$ cat config.mk
export PLATFORM = sky130hd
export DESIGN_NAME = vga_timing_ref
export DESIGN_NICKNAME = d
export VERILOG_FILES = /design/src/rtl/vga_pkg.sv /design/src/rtl/vga_timing_ref.sv
export SDC_FILE = /design/constraint.sdc
export NUM_CORES = 1
export LEC_CHECK = 0
export ABC_CLOCK_PERIOD_IN_PS = 800
export CAP_MARGIN = 40
export CORE_AREA = 2 2 39 41
export DETAILED_ROUTE_END_ITERATION = 6
export DIE_AREA = 0 0 41 43
export SYNTH_ARGS = -nofsm -noshare
export SYNTH_HDL_FRONTEND = slang
export SYNTH_SLANG_ARGS = --single-unit
$ cat constraint.sdc
create_clock -name vclk -period 0.8
set_input_delay 0.16 -clock vclk [all_inputs]
set_output_delay 0.16 -clock vclk [all_outputs]
set_load 0.02 [all_outputs]
$ cat src/rtl/vga_pkg.sv
// Shared 800x600@60 timing constants and types for the VGA bus timing checker.
package vga_pkg;
   localparam int H_ACTIVE = 800;
   localparam int H_TOTAL  = 1056;
   localparam int H_SYNC_S = 840;
   localparam int H_SYNC_E = 968;
   localparam int V_ACTIVE = 600;
   localparam int V_TOTAL  = 628;
   localparam int V_SYNC_S = 601;
   localparam int V_SYNC_E = 605;
   localparam int ERR_W    = 5;

   typedef enum logic [2:0] {
      ERR_H_SEQ        = 3'd0,
      ERR_V_SEQ        = 3'd1,
      ERR_BLNK         = 3'd2,
      ERR_SYNC         = 3'd3,
      ERR_RGB_IN_BLANK = 3'd4
   } err_bit_e;

   typedef enum logic {
      ST_UNLOCKED = 1'b0,
      ST_LOCKED   = 1'b1
   } chk_state_e;

   typedef struct packed {
      logic [10:0] hcount;
      logic [10:0] vcount;
      logic        hsync;
      logic        vsync;
      logic        hblnk;
      logic        vblnk;
      logic [11:0] rgb;
   } vga_sample_t;
endpackage

$ cat src/rtl/vga_timing_ref.sv
// Combinational reference: the blank and sync levels a correct bus shows at a given count.
module vga_timing_ref #(
   parameter int H_ACTIVE = vga_pkg::H_ACTIVE,
   parameter int H_SYNC_S = vga_pkg::H_SYNC_S,
   parameter int H_SYNC_E = vga_pkg::H_SYNC_E,
   parameter int V_ACTIVE = vga_pkg::V_ACTIVE,
   parameter int V_SYNC_S = vga_pkg::V_SYNC_S,
   parameter int V_SYNC_E = vga_pkg::V_SYNC_E
) (
   input  logic [10:0] hcount,
   input  logic [10:0] vcount,
   output logic        hblnk,
   output logic        vblnk,
   output logic        hsync,
   output logic        vsync
);
   localparam logic [10:0] HA  = 11'(H_ACTIVE);
   localparam logic [10:0] HSS = 11'(H_SYNC_S);
   localparam logic [10:0] HSE = 11'(H_SYNC_E);
   localparam logic [10:0] VA  = 11'(V_ACTIVE);
   localparam logic [10:0] VSS = 11'(V_SYNC_S);
   localparam logic [10:0] VSE = 11'(V_SYNC_E);

   always_comb begin
      hblnk = (hcount >= HA);
      vblnk = (vcount >= VA);
      hsync = (hcount >= HSS) && (hcount < HSE);
      vsync = (vcount >= VSS) && (vcount < VSE);
   end
endmodule

==> results of run 1 <==
cells in the mapped netlist (all sizes together):
cell    n  area (µm²)
nor3    2        10.0
inv     1        3.75
a21oi   1        5.00
o31ai   1        12.5
a21o    1        7.51
and4bb  1        12.5
o21bai  1        7.51
nor2    3        11.3
o21ai   1        5.00
xor2    2        17.5
nand2   1        3.75
nand4   1        6.26
cells by family (layout without fill, tap and decap cells):
kind of cell,count (synthesis),after routing,share of synthesized area
AO/OA/AOI/OAI,5,5,0.366
XOR/XNOR,2,2,0.171
buffers and inverters,1,24,0.0366
AND/OR/NAND/NOR,8,8,0.427
power groups by stage:
stage	Sequential [mW]	Clock (mW)	Combinational [mW]
floorplan	0	0	0.0442
global placement	0	0	0.164
detailed placement	0	0	0.164
CTS	0	0	0.163
global route	0	0	0.187
finish	0	0	0.172
final cells by class:
type,instances,area [µm²],share of cell area
inverter,1,3.75,0.00980
tap,16,20.0,0.0523
multi-input combinational,15,155,0.405
timing repair buffer,23,204,0.533
metrics by stage:
stage / setup TNS, ns / hold slack, ns / setup slack, ns / utilization
floorplan: -0.205 / 0.371 / -0.146 / -
global placement: -3.87 / 1.39 / -1.06 / 0.264
detailed placement: -3.89 / 1.39 / -1.06 / 0.264
CTS: -0.803 / 0.597 / -0.277 / 0.271
global route: -0.738 / 0.614 / -0.289 / 0.277
finish: -0.581 / 0.594 / -0.233 / 0.277
tightest hold or removal path: cells and delay by family:
kind	cells	cell delay, ns
AO/OA/AOI/OAI	1	0.09
buffers and inverters	2	0.18
layer usage:
| layer | GRT usage | vias up | routed length [µm] |
|---|---|---|---|
| met5 | 0 | - | 0 |
| met3 | 0.0209 | 0 | 85 |
| li1 | - | 105 | - |
| met2 | 0.0938 | 14 | 235 |
| met1 | 0.0571 | 90 | 136 |
| met4 | 0 | 0 | 0 |
worst paths after layout:
kind	slack (ns)	to	from	cells after the start
max	-0.23	hsync	hcount[4]	5
min	0.59	vblnk	vcount[10]	3
repair_timing:
| action | CTS | global route |
|---|---|---|
| endpoints found under the hold margin | 0 | 0 |
| pin swaps | 15 | 13 |
| endpoints found under the setup margin | 4 | 4 |
| resized for setup | 91 | 13 |
==> PnR_summary.wiki, run 1 <==
{| class="wikitable"
! Metric !! Value
|-
| Status || finished with violations
|-
| Failing checks || negative setup slack
|-
| Antenna diode count || 0
|-
| Global placer's final weighted congestion || slightly below 0.6
|-
| Headroom to the max-slew limit || 0.884
|-
| Area of the core || ~1400 µm²
|-
| Clk network pwr share || 0
|-
| Highest-count cells in the layout ignoring fill and taps || sky130_fd_sc_hd__buf_6 (8), sky130_fd_sc_hd__buf_2 (6)
|-
| Number of global-route vias before repair || around 200
|-
| Master of the slowest instance on the critical path || sky130_fd_sc_hd__o31ai_4
|-
| Hold Vio Cnt, Final || 0
|-
| Setup crit start kind || primary input
|-
| Req. time, crit path || about 0.64 ns
|-
| Peak Freq || 968 MHz
|-
| Post-CTS setup buffer count || 0
|-
| Number of antenna violations at the first check in global routing || 0
|-
| Number of distinct library cells after synthesis || 12
|-
| Total of warnings raised by yosys || 0
|-
| Non-filler cells in the finished layout || 55
|-
| Number of iterations in the first detailed-routing pass || 1
|-
| Smallest setup slack after layout || -0.233 ns
|-
| Highest cell delay on the worst timing path || ~0.23 ns
|-
| Overall via count from detail_route || 209
|-
| Hold-fix buffer count after cts || 0
|-
| Layout-stage area growth over the synthesis result || 273%
|-
| Total Routed Length || ~460 µm
|-
| Type of the setup path with the least slack || primary input to primary output
|-
| Static leakage power || roughly 0.17 nW
|-
| Die outline area || approximately 1800 µm²
|-
| Critical Path AT || slightly below 0.9 ns
|-
| Number of placed instances with taps included || 55
|-
| Remaining antenna violation count || 0
|-
| Final count of negative-setup-slack endpoints || 4
|-
| HP Class || primary input to primary output
|-
| Most frequent standard cell in the layout excluding fill and tap cells || sky130_fd_sc_hd__buf_6
|-
| Net Count, Synth || 38
|-
| Starting Density || 0.0741
|-
| Area occupied by registers || 0 µm²
|-
| GRT Total Usage || 0.0520
|-
| Average wire per cell in the routed design || 8.31 µm
|-
| Max Slew Vio Count || 0
|-
| Final-layout clock buffer total || 0
|-
| Share of cells above drive strength 1 || 0.769
|-
| Buffers added on ports || 23
|-
| RSZ-0062 raised after global routing || true
|-
| Cell internal pwr || just over 0.1 mW
|-
| Largest net degree at the start of global routing || 3
|-
| Series of cell instances along the critical path || buf_6, o31ai_4, xor2_1, nor3_2, buf_4
|-
| Number of flip-flops and latches || 0
|-
| Area of all placed cells without fillers || 383 µm²
|-
| Area post-placement || between 300 and 400 µm²
|-
| Buffer and inverter count on the worst path || 2
|-
| Psw || approximately 0.069 mW
|-
| Maximum Capacitance Violations || 0
|-
| Violation count after the first detailed-routing iteration || 0
|-
| Layout net count || 63
|-
| DPL Wire Length || 385 µm
|-
| Minimum period implied by the final worst setup slack || roughly 1.0 ns
|-
| Global-route wire length before repair || between 600 and 700 µm
|-
| Share of the cycle needed by the critical path after routing || 1.29
|-
| Total power draw || about 0.17 mW
|-
| Overflow after GRT || 0
|-
| Largest fanout of any net on the critical path || 1
|-
| Row count || 14
|-
| Proportion of total power due to net switching || 0.399
|-
| Actual slew at the worst max-slew pin || about 0.17 ns
|-
| X dimension of the die || 41 µm
|-
| Worst Setup End Kind || primary output
|-
| Count of filler cells inserted in the layout || 154
|-
| Maximum resistive drop on vdd || 150 µV
|-
| Number of design rule violations left after detail routing || 0
|-
| Die span in y || approximately 43 µm
|-
| Top Family by Delay on Critical Path || buffers and inverters
|-
| Post-synthesis cell area || 103 µm²
|-
| Power density over the cells || 449 nW/µm²
|-
| Per-instance average area after synthesis || roughly 6.4 µm²
|-
| Top Ports || 26
|-
| Fraction of power consumed by combinational cells || 1.000
|-
| Vias per cell || between 3 and 4
|-
| Sequential power share || 0
|-
| Share of synthesized area occupied by flip-flops and latches || 0
|-
| Cell count after synthesis || 16
|}
Power figures use the tool's default switching activity.
==> run 2: changes to the inputs <==
Settings changed: PLACE_DENSITY from default to 0.51.
==> run 2 against run 1 <==
Against the previous run:
- the flow still finishes with violations (negative setup slack)
- power shrank 0.96%
- hold slack improved by 0.040 ns
- fmax decreased by 0.49%
- flip-flop and latch count did not move
- critical path depth stayed put
- cell count is 1.8% higher
- final area grew 0.65%
- non-clock buffer count grew 1
- first-iteration DRC count unchanged
- worst setup slack lost 0.0051 ns
- sequential share of layout area stayed put
- critical path type unchanged
- highest routed layer unchanged
==> PnR_summary.wiki, run 2 (synthesis results as in run 1) <==
{| class="wikitable"
! Metric !! Value
|-
| Number of antenna violations at the first check in global routing || 0
|-
| Most frequent standard cell in the layout excluding fill and tap cells || sky130_fd_sc_hd__buf_6
|-
| Peak Freq || a little under 1000 MHz
|-
| Largest net degree at the start of global routing || 3
|-
| Global placer's final weighted congestion || a little over 0.6
|-
| Count of filler cells inserted in the layout || approximately 160
|-
| Area of the core || between 1000 and 1500 µm²
|-
| Area occupied by registers || 0 µm²
|-
| HP Class || primary input to primary output
|-
| RSZ-0062 raised after global routing || true
|-
| Layout net count || 64
|-
| DPL Wire Length || about 400 µm
|-
| Power density over the cells || 442 nW/µm²
|-
| Headroom to the max-slew limit || 0.886
|-
| Worst hold path stage count || 3
|-
| Row count || 14
|-
| Minimum period implied by the final worst setup slack || around 1.0 ns
|-
| Final count of negative-setup-slack endpoints || 4
|-
| Overall via count from detail_route || just over 200
|-
| Remaining antenna violation count || 0
|-
| Critical Path AT || around 0.88 ns
|-
| Top Ports || 26
|-
| Static leakage power || around 0.17 nW
|-
| Overflow after GRT || 0
|-
| Number of global-route vias before repair || roughly 210
|-
| Hold path startpoint || vcount[9]
|-
| Worst Setup End Kind || primary output
|-
| X dimension of the die || about 41 µm
|-
| Req. time, crit path || 0.64 ns
|-
| Hold-fix buffer count after cts || 0
|-
| Total Routed Length || between 400 and 500 µm
|-
| Setup crit start kind || primary input
|-
| Max Slew Vio Count || 0
|-
| Highest-count cells in the layout ignoring fill and taps || sky130_fd_sc_hd__buf_6 (9), sky130_fd_sc_hd__buf_2 (6), sky130_fd_sc_hd__clkdlybuf4s15_1 (3), sky130_fd_sc_hd__buf_4 (3)
|-
| Number of flip-flops and latches || 0
|-
| Number of iterations in the first detailed-routing pass || 1
|-
| Area of all placed cells without fillers || around 390 µm²
|-
| Area post-placement || roughly 370 µm²
|-
| Die span in y || approximately 43 µm
|-
| Vias per cell || 3.66
|-
| Starting Density || 0.0741
|-
| Total power draw || 0.170 mW
|-
| Smallest setup slack after layout || -0.238 ns
|-
| Share of the cycle needed by the critical path after routing || 1.30
|-
| Actual slew at the worst max-slew pin || between 0.15 and 0.2 ns
|-
| Die outline area || roughly 1800 µm²
|-
| Share of the core filled with cells || 0.278
|-
| Type of the setup path with the least slack || primary input to primary output
|-
| Global-route wire length before repair || about 810 µm
|-
| Average wire per cell in the routed design || roughly 8.3 µm
|-
| Maximum Capacitance Violations || 0
|-
| Min Hold Slack || ~0.63 ns
|-
| Maximum resistive drop on vdd || 137 µV
|-
| Area used by multi-input combinational logic || approximately 150 µm²
|-
| Violation count after the first detailed-routing iteration || 0
|-
| Endpoint, Worst Hold || vblnk
|-
| Layout-stage area growth over the synthesis result || 276%
|-
| Final-layout clock buffer total || 0
|-
| Number of design rule violations left after detail routing || 0
|-
| Hold Vio Cnt, Final || 0
|-
| GRT Total Usage || 0.0590
|-
| Failing checks || negative setup slack
|-
| Status || finished with violations
|-
| Share of cells above drive strength 1 || 0.750
|-
| Buffers added on ports || 23
|-
| Placement-stage worst setup slack || -1.05 ns
|-
| Antenna diode count || 0
|-
| Largest fanout of any net on the critical path || 2
|}
## run 2: cell count changes in the layout (fill, tap and decap cells not counted)
cell                              delta
sky130_fd_sc_hd__buf_8               -1
sky130_fd_sc_hd__clkbuf_2            -1
sky130_fd_sc_hd__nor3_4              -1
sky130_fd_sc_hd__nor3_2              +1
sky130_fd_sc_hd__buf_4               +1
sky130_fd_sc_hd__buf_6               +1
sky130_fd_sc_hd__clkdlybuf4s15_1     +1
## run 2: worst max path at each step
stage,depth (start not counted),end,start
2_1_floorplan,3,hsync,hcount[5]
3_3_place_gp,5,vsync,vcount[10]
3_5_place_dp,5,vsync,vcount[10]
4_1_cts,5,vsync,vcount[5]
5_1_grt,5,hsync,hcount[3]
6_report,5,vsync,vcount[10]
## run 2: timing repair
action / CTS / global route
setup buffers: 0 / 1
gates resized for setup: 91 / 11
pin swaps: 15 / 12
setup endpoints to repair: 4 / 4
## run 2: critical path, stage by stage
cell	delay, ns
sky130_fd_sc_hd__buf_6	0.09
sky130_fd_sc_hd__and4bb_2	0.27
sky130_fd_sc_hd__nand4_1	0.13
sky130_fd_sc_hd__nor2_4	0.11
sky130_fd_sc_hd__buf_6	0.12
## run 2: cell type report
class                      instances  share of cell area
multi-input combinational         15               0.386
tap                               16              0.0519
timing repair buffer              24               0.552
inverter                           1             0.00974
## run 2: stage by stage
step | cells | setup TNS (ns)
2_1_floorplan | 16 | -0.205
3_3_place_gp | 55 | -3.88
3_5_place_dp | 55 | -3.85
4_1_cts | 55 | -0.798
5_1_grt | 56 | -0.731
6_report | 56 | -0.598
## run 2: report_power, final
| group | leakage, nW | internal [mW] | total (mW) | switching (mW) |
|---|---|---|---|---|
| combinational | 0.169 | 0.104 | 0.170 | 0.0660 |
| sequential | 0 | 0 | 0 | 0 |
| clock | 0 | 0 | 0 | 0 |
## run 2: routing by layer
metal | track usage | vias to the layer above | wire [µm]
li1 | - | 106 | -
met1 | 0.0762 | 87 | 167
met5 | 0 | - | 0
met4 | 0 | 0 | 0
met3 | 0 | 0 | 46
met2 | 0.109 | 12 | 251
==> run 3: changes to the inputs <==
Settings changed: ABC_CLOCK_PERIOD_IN_PS 800 to 900, PLACE_DENSITY 0.51 to 0.52.
Clock period 0.8 ns to 0.9 ns, I/O delays scaled along.
==> run 3 against run 2 <==
Against the previous run:
- the run still ends with negative setup slack left
- final area is 6.8% lower
- non-clock buffer count unchanged
- critical path depth unchanged
- worst setup slack better by 0.057 ns
- wire length fell by 0.21%
- first-iteration DRC count stayed put
- hold slack lost 0.0056 ns
- clock-buffer cell count did not move
- combinational power shrank 18%
- cell count stayed put
- power is 18% lower
- highest routed layer unchanged
==> PnR_summary.wiki, run 3 (synthesis results as in run 1) <==
{| class="wikitable"
! Metric !! Value
|-
| Hold path startpoint || vcount[10]
|-
| Number of flip-flops and latches || 0
|-
| Cell internal pwr || between 0.08 and 0.09 mW
|-
| GRT Total Usage || 0.0560
|-
| Hold Vio Cnt, Final || 0
|-
| Actual slew at the worst max-slew pin || ~0.17 ns
|-
| Remaining antenna violation count || 0
|-
| Status || finished with violations
|-
| Global placer's final weighted congestion || 0.632
|-
| Max Slew Vio Count || 0
|-
| Top Ports || 26
|-
| Total power draw || between 0.1 and 0.15 mW
|-
| Average wire per cell in the routed design || roughly 8.3 µm
|-
| Count of filler cells inserted in the layout || 166
|-
| Area occupied by registers || 0 µm²
|-
| Maximum resistive drop on vdd || 105 µV
|-
| Overall via count from detail_route || ~210
|-
| Cell seen most often among critical-path stages || sky130_fd_sc_hd__buf_6
|-
| Maximum Capacitance Violations || 0
|-
| Die outline area || ~1800 µm²
|-
| Static leakage power || approximately 0.16 nW
|-
| Top Family by Delay on Critical Path || simple AND/OR/NAND/NOR gates
|-
| Most frequent standard cell in the layout excluding fill and tap cells || sky130_fd_sc_hd__buf_6
|-
| Headroom to the max-slew limit || 0.886
|-
| Die span in y || 43 µm
|-
| Row count || 14
|-
| Total Routed Length || between 400 and 500 µm
|-
| Final count of negative-setup-slack endpoints || 3
|-
| Proportion of total power due to net switching || 0.404
|-
| Minimum period implied by the final worst setup slack || about 1.1 ns
|-
| Clk network pwr share || 0
|-
| Violation count after the first detailed-routing iteration || 0
|-
| Post-route setup TNS || -0.465 ns
|-
| Launch point of the worst path || vcount[10]
|-
| Sequential power share || 0
|-
| Layout net count || between 60 and 70
|-
| Number of antenna violations at the first check in global routing || 0
|-
| Worst Setup End Kind || primary output
|-
| Peak Freq || 925 MHz
|-
| Highest cell delay on the worst timing path || between 0.2 and 0.3 ns
|-
| Setup crit start kind || primary input
|-
| Number of design rule violations left after detail routing || 0
|-
| Largest fanout of any net on the critical path || 2
|-
| Share of the cycle needed by the critical path after routing || 1.20
|-
| Area of the core || around 1400 µm²
|-
| Starting Density || 0.0741
|-
| Area post-placement || approximately 370 µm²
|-
| HP Class || primary input to primary output
|-
| Buffers added on ports || 23
|-
| Area of all placed cells without fillers || about 360 µm²
|-
| Fraction of power consumed by combinational cells || 1.000
|-
| Failing checks || negative setup slack
|-
| Buffer and inverter count on the worst path || 2
|-
| Final-layout clock buffer total || 0
|-
| Type of the setup path with the least slack || primary input to primary output
|-
| Master of the slowest instance on the critical path || sky130_fd_sc_hd__and4bb_2
|-
| Series of cell instances along the critical path || buf_6, and4bb_2, nand4_1, nor2_4, buf_6
|-
| Share of cells above drive strength 1 || 0.725
|-
| Share of the core filled with cells || 0.259
|-
| Number of global-route vias before repair || 214
|-
| Global-route wire length before repair || 752 µm
|-
| Power density over the cells || approximately 390 nW/µm²
|-
| Overflow after GRT || 0
|-
| Critical Path AT || 0.90 ns
|-
| Antenna diode count || 0
|-
| Psw || approximately 0.056 mW
|-
| Number of placed instances with taps included || 55
|-
| Layout-stage area growth over the synthesis result || 250%
|-
| Non-filler cells in the finished layout || 56
|-
| Largest net degree at the start of global routing || 3
|-
| Req. time, crit path || between 0.7 and 0.8 ns
|-
| Highest-count cells in the layout ignoring fill and taps || sky130_fd_sc_hd__buf_6 (8), sky130_fd_sc_hd__buf_2 (6), sky130_fd_sc_hd__clkbuf_2 (4)
|-
| Vias per cell || 3.71
|-
| Smallest setup slack after layout || -0.181 ns
|-
| Number of iterations in the first detailed-routing pass || 1
|-
| RSZ-0062 raised after global routing || true
|-
| X dimension of the die || 41 µm
|}
run 3: cell types whose count changed in the layout (fill, tap and decap cells not counted), sizes merged:
cell	change
buf	-3
clkbuf	+3
run 3: through the flow:
step | hold slack (ns) | setup WS, ns
floorplan | 0.411 | -0.0860
global placement | 1.43 | -1.00
detailed placement | 1.41 | -1.00
CTS | 0.632 | -0.224
global route | 0.648 | -0.217
finish | 0.629 | -0.181
run 3: area by class of cell:
cell class	count	area (µm²)	area share
multi-input cells	15	141	0.394
well taps	16	20.0	0.0557
inverters	1	3.75	0.0105
repair buffers	24	194	0.540
run 3: worst paths after layout:
path / endpoint / slack [ns] / depth (start not counted)
worst max-delay path: vsync / -0.18 / 5
worst min-delay path: vblnk / 0.63 / 3
run 3: repair_timing:
| item | in CTS | in global routing |
|---|---|---|
| gates resized for setup | 89 | 8 |
| setup endpoints to repair | 4 | 4 |
| gates cloned | 0 | 0 |
| hold buffers | 0 | 0 |
| pin swaps | 15 | 14 |
| setup buffers | 1 | 0 |
run 3: power by group through the flow:
stage,logic [mW],registers [mW],clock network [mW]
6_report,0.139,0,0
5_1_grt,0.152,0,0
4_1_cts,0.144,0,0
3_5_place_dp,0.146,0,0
3_3_place_gp,0.146,0,0
2_1_floorplan,0.0393,0,0
run 3: routing by layer:
metal / wire, µm / up-vias / global-route usage
li1: - / 107 / -
met1: 157 / 90 / 0.0635
met2: 253 / 11 / 0.106
met3: 55 / 0 / 0.0105
met4: 0 / 0 / 0
met5: 0 / - / 0
